## src/rtl/mips_cpu_pc.sv

```systemverilog
// mips_cpu_pc
//   Program counter and branch-delay-slot sequencer for a MIPS I core.
//   - It holds the PC of the instruction being decoded.
//   - A taken branch or jump commits after exactly one delay-slot instruction.
//   - A redirect to HALT_ADDR stops the core after its delay slot has executed.
//   - A misaligned JR/JALR target stops the core at once and sets a sticky error flag.
// Ports
//   clk       rising-edge clock
//   reset     synchronous active-high reset (overrides stall)
//   stall     hold all state this cycle
//   CtrlPC    0 seq, 1 taken branch, 2 J/JAL, 3 JR/JALR
//   Instr     instruction at pc (branch offset [15:0], jump index [25:0])
//   rs_data   rs register value, JR/JALR target
//   pc        current instruction / fetch address
//   pc_plus8  link value (pc + 8)
//   in_delay  instruction at pc sits in a delay slot
//   active    core running
//   addr_err  sticky misaligned jump-register target
module mips_cpu_pc #(
  parameter logic [31:0] RESET_VECTOR = 32'hBFC00000,
  parameter logic [31:0] HALT_ADDR    = 32'h00000000
) (
  input  logic        clk,
  input  logic        reset,
  input  logic        stall,
  input  logic [1:0]  CtrlPC,
  input  logic [31:0] Instr,
  input  logic [31:0] rs_data,
  output logic [31:0] pc,
  output logic [31:0] pc_plus8,
  output logic        in_delay,
  output logic        active,
  output logic        addr_err
);

  typedef enum logic {SEQ = 1'b0, DELAY = 1'b1} state_t;

  state_t      r_state, w_state_nxt;
  logic [31:0] r_pc, w_pc_nxt;
  logic [31:0] r_target, w_target_nxt;
  logic        r_active, w_active_nxt;
  logic        r_addr_err, w_addr_err_nxt;

  logic        w_adv;
  logic [31:0] w_pc4;
  logic [31:0] w_target;
  logic        w_misaligned;
  logic [5:0]  w_unused_instr;

  assign w_unused_instr = Instr[31:26];

  assign w_adv        = r_active & ~stall;
  assign w_pc4        = r_pc + 32'd4;
  assign w_misaligned = (CtrlPC == 2'd3) && (rs_data[1:0] != 2'b00);

  // Redirect target of the instruction at pc; only consumed in SEQ.
  always_comb begin
    w_target = w_pc4;
    case (CtrlPC)
      2'd1:    w_target = w_pc4 + {{14{Instr[15]}}, Instr[15:0], 2'b00};
      2'd2:    w_target = {w_pc4[31:28], Instr[25:0], 2'b00};
      2'd3:    w_target = rs_data;
      default: w_target = w_pc4;
    endcase
  end

  always_comb begin
    w_state_nxt    = r_state;
    w_pc_nxt       = r_pc;
    w_target_nxt   = r_target;
    w_active_nxt   = r_active;
    w_addr_err_nxt = r_addr_err;
    if (w_adv) begin
      case (r_state)
        SEQ: begin
          if (w_misaligned) begin
            // Fault before any delay slot: freeze pc where it is.
            w_addr_err_nxt = 1'b1;
            w_active_nxt   = 1'b0;
          end else begin
            w_pc_nxt = w_pc4;
            if (CtrlPC != 2'd0) begin
              w_target_nxt = w_target;
              w_state_nxt  = DELAY;
            end
          end
        end
        DELAY: begin
          // Delay-slot CtrlPC is ignored; the first redirect wins.
          w_pc_nxt    = r_target;
          w_state_nxt = SEQ;
          if (r_target == HALT_ADDR) w_active_nxt = 1'b0;
        end
        default: w_state_nxt = SEQ;
      endcase
    end
  end

  always_ff @(posedge clk) begin
    if (reset) begin
      r_state    <= SEQ;
      r_pc       <= RESET_VECTOR;
      r_target   <= '0;
      r_active   <= 1'b1;
      r_addr_err <= 1'b0;
    end else begin
      r_state    <= w_state_nxt;
      r_pc       <= w_pc_nxt;
      r_target   <= w_target_nxt;
      r_active   <= w_active_nxt;
      r_addr_err <= w_addr_err_nxt;
    end
  end

  assign pc       = r_pc;
  assign pc_plus8 = r_pc + 32'd8;
  assign in_delay = (r_state == DELAY);
  assign active   = r_active;
  assign addr_err = r_addr_err;

endmodule
```

## config.mk

```make
export PLATFORM = sky130hd
export DESIGN_NAME = mips_cpu_pc
export DESIGN_NICKNAME = d
export VERILOG_FILES = /design/src/rtl/mips_cpu_pc.sv
export SDC_FILE = /design/constraint.sdc
export NUM_CORES = 1
export LEC_CHECK = 0
export CAP_MARGIN = 20
export CORE_ASPECT_RATIO = 1.25
export CORE_UTILIZATION = 52
export DETAILED_ROUTE_END_ITERATION = 8
export MAX_ROUTING_LAYER = met4
export PLACE_DENSITY = 0.89
export SLEW_MARGIN = 20
export SYNTH_ARGS = -nofsm -noshare
export SYNTH_HDL_FRONTEND = slang
export SYNTH_SLANG_ARGS = --single-unit
```

## constraint.sdc

```tcl
create_clock -name clk -period 4.7 [get_ports clk]
set_input_delay 0.94 -clock clk [delete_from_list [all_inputs] [get_ports clk]]
set_output_delay 0.94 -clock clk [all_outputs]
set_load 0.005 [all_outputs]
```

==> reports/qor.txt <==
status: finished clean
Fillers: 947
register area share after synthesis: 21.6%
Layout area overhead: 26.7%
CTS tree: built
Slew headroom: 49.1%
YS warnings: 0
final period utilization: 90.3%
crit path launch: pc[3]
initial antenna violation count: 0
EDFF count, synth: 0
first-pass GRT wire length: 32700 µm
register area: 1340 µm²
Pins Over Slew Limit: 0
PostCTS Resize Cnt: 0
CTS Hold Bufs: 0
Clock Skew: 10.7 ps
DRT antenna net count: 0
Worst Setup End Kind: flip-flop
I/O pin cnt: 136
Placeable Area: 11600 µm²
final HPWL from detailed placement: 15200 µm
drt drc: 0
Startpoint Class: flip-flop
CTS root buf: clkbuf_16
1st-pass router iterations: 5
multi-input combinational cell area: 4530 µm²
maximum vdd drop: 0.000153 V
row count: 44
worst slew pin tran: 761 ps
top_reg_cell synth: dfxtp_1
Critical Path RT: 4900 ps
Die Y: 124 µm
synth unique cells: 71
average routed wire per standard cell: 19.0 µm
setup TNS: 0 ps
clk buf depth: 2
total leakage power: 3.05 nW
Syn Area/Cell: 7.44 µm²
Mapped Cells: 835
Yosys reg bits: 67
Final WS setup: 458 ps
Slowest cell on crit path: dfxtp_1
ratio of cells with drive above 1 in the final layout: 6.77%
Via density: 6.38
post-layout min period: 4240 ps
worst reg2reg path depth: 18
PortBufs: 129
Final Routed Wirelength: 20700 µm
GRT Resource Usage Total: 34.5%
syn_nets: 940
final hold vios: 0
start of the worst register-to-register path: pc[3]
dpl ws: 512 ps
Congestion Overflow GR: 0
# diodes: 0
Fmax: 236 MHz
WHS Path Cells: 2
Syn Std Cell Area: 6210 µm²
CP peak stage delay: 450 ps
pin count of the biggest net entering global routing: 47
Cell Pwr Density: 261 nW/µm²
clk_lat worst skew: 340 ps
detailed-route via count: 6961
CP Data Arrival Time: 4440 ps
Max-cap violations: 0
RePlAce Congestion: 0.992
CTS H-tree lvls: 3
asr flop ratio synth: 0%
Hold Path Class: reg -> reg
initial drt markers: 758
Layout Nets: 1030
final setup fails: 0
crit path max fanout: 7
crit path cell chain: ha_1 -> and4_4 -> and4_1 -> nand2_1 -> nor3_1 -> buf_4 -> nand3_1 -> xnor2_1 -> ha_1 -> a21oi_1 -> o21a_1 -> o211ai_1 -> nor2_1 -> o311ai_0 -> a31oi_1 -> xnor2_1 -> a21oi_1 -> nor3_1
initial core utilization: 53.5%
Die Wd: 99.8 µm
Die ar.: 12400 µm²
post-CTS setup buffer count: 0
RSZ-0062 raised after global routing: false
worst hold start: r_target[0]
register clock-pin slew on the reported worst setup and hold paths: 60 ps
crit path kind: reg -> reg
clk sinks: 67
Num CTS Buffers: 9
vias in the first global route: 6255
[synthesized netlist by cell type, types with 6 or more instances]
master      n  area (µm²)
nor2_1    103         387
nand2_1    78         293
a21oi_1    67         335
dfxtp_1    67        1340
xnor2_1    44         385
clkbuf_1   35         131
ha_1       35         438
xor2_1     35         307
nor3_1     33         165
o21ai_0    28         140
nand3_1    25         125
a221oi_1   22         193
mux2i_1    22         220
buf_2      20         100
nand4_1    19         119
a21o_1     17         128
a211oi_1   14         105
nor4_1     12        75.1
inv_1      11        41.3
nor2b_1    10        62.6
o21a_1     10        75.1
and3_1      9        56.3
nand2b_1    8        50.1
mux2_2      7        78.8
buf_4       6        45.0
[final timing paths]
path	to	slack, ps
setup / recovery	r_target[30]	460
hold / removal	pc[0]	470
setup reg to reg	r_target[30]	460
hold reg to reg	pc[0]	470
[flip-flops by register name, indices dropped and copies added (netlist names)]
name / cells
r_target: 32
in_delay: 1
active: 1
addr_err: 1
pc: 32
[report_power, final]
part | internal (mW) | switching, mW
clock | 0.522 | 0.259
sequential | 0.611 | 0.0600
combinational | 0.282 | 0.325
[area by class of cell]
| class | count | share of cell area [%] |
|---|---|---|
| multi-input cells | 689 | 57.5 |
| clock inverters | 3 | 0.858 |
| repair buffers | 147 | 18.0 |
| clock buffers | 13 | 3.56 |
| inverters | 11 | 0.524 |
| flip-flops and latches | 67 | 17.0 |
| well taps | 161 | 2.56 |
[cell families after synthesis]
logic type,share of synthesized area [%]
buffers and inverters,5.58
adders and majority gates,7.37
AOI/OAI and AO/OA,23.7
DFF,21.6
xor gates and xnor gates,11.1
muxes,5.54
and+or+nand+nor,25.1
[layout by cell type (no fill, tap or decap), types with 17 or more instances in the layout]
master	instances
nand4_1	19
buf_4	18
nand3_1	25
nand2_1	78
a21oi_1	67
nor3_1	33
a221oi_1	22
xor2_1	35
dfxtp_1	66
ha_1	35
xnor2_1	44
mux2i_1	22
o21ai_0	28
a21o_1	17
clkdlybuf4s50_1	127
nor2_1	103
[metrics by stage]
step / hold WS, ps / utilization [%] / instances / power [mW] / cell area (µm²)
final: 471 / 67.8 / 1091 / 2.06 / 7880
after global routing: 496 / 67.8 / 1091 / 2.14 / 7880
after CTS: 474 / 67.8 / 1091 / 2.04 / 7880
after detailed placement: 462 / 64.8 / 1075 / 1.27 / 7530
after global placement: 454 / 64.8 / 1075 / 1.26 / 7530
after floorplan: 440 / - / 835 / 1.04 / 6210
[worst max-delay path: cells and delay by family, from the launching register on]
family          cells  cell delay (ps)
buf+inv             1              170
flops               1              450
fa+ha+maj           2              640
xor+xnor            2              430
compound gates      6             1190
simple gates        7             1180
[per-layer routing]
layer	up-vias	GRT usage (%)	part of all wire (%)
met2	488	53.8	47
li1	3206	-	-
met1	3191	43.6	39
met3	76	6.08	10
met4	0	14.8	3.8
met5	-	-	0
Note: power is estimated with default switching activity, not from simulation.
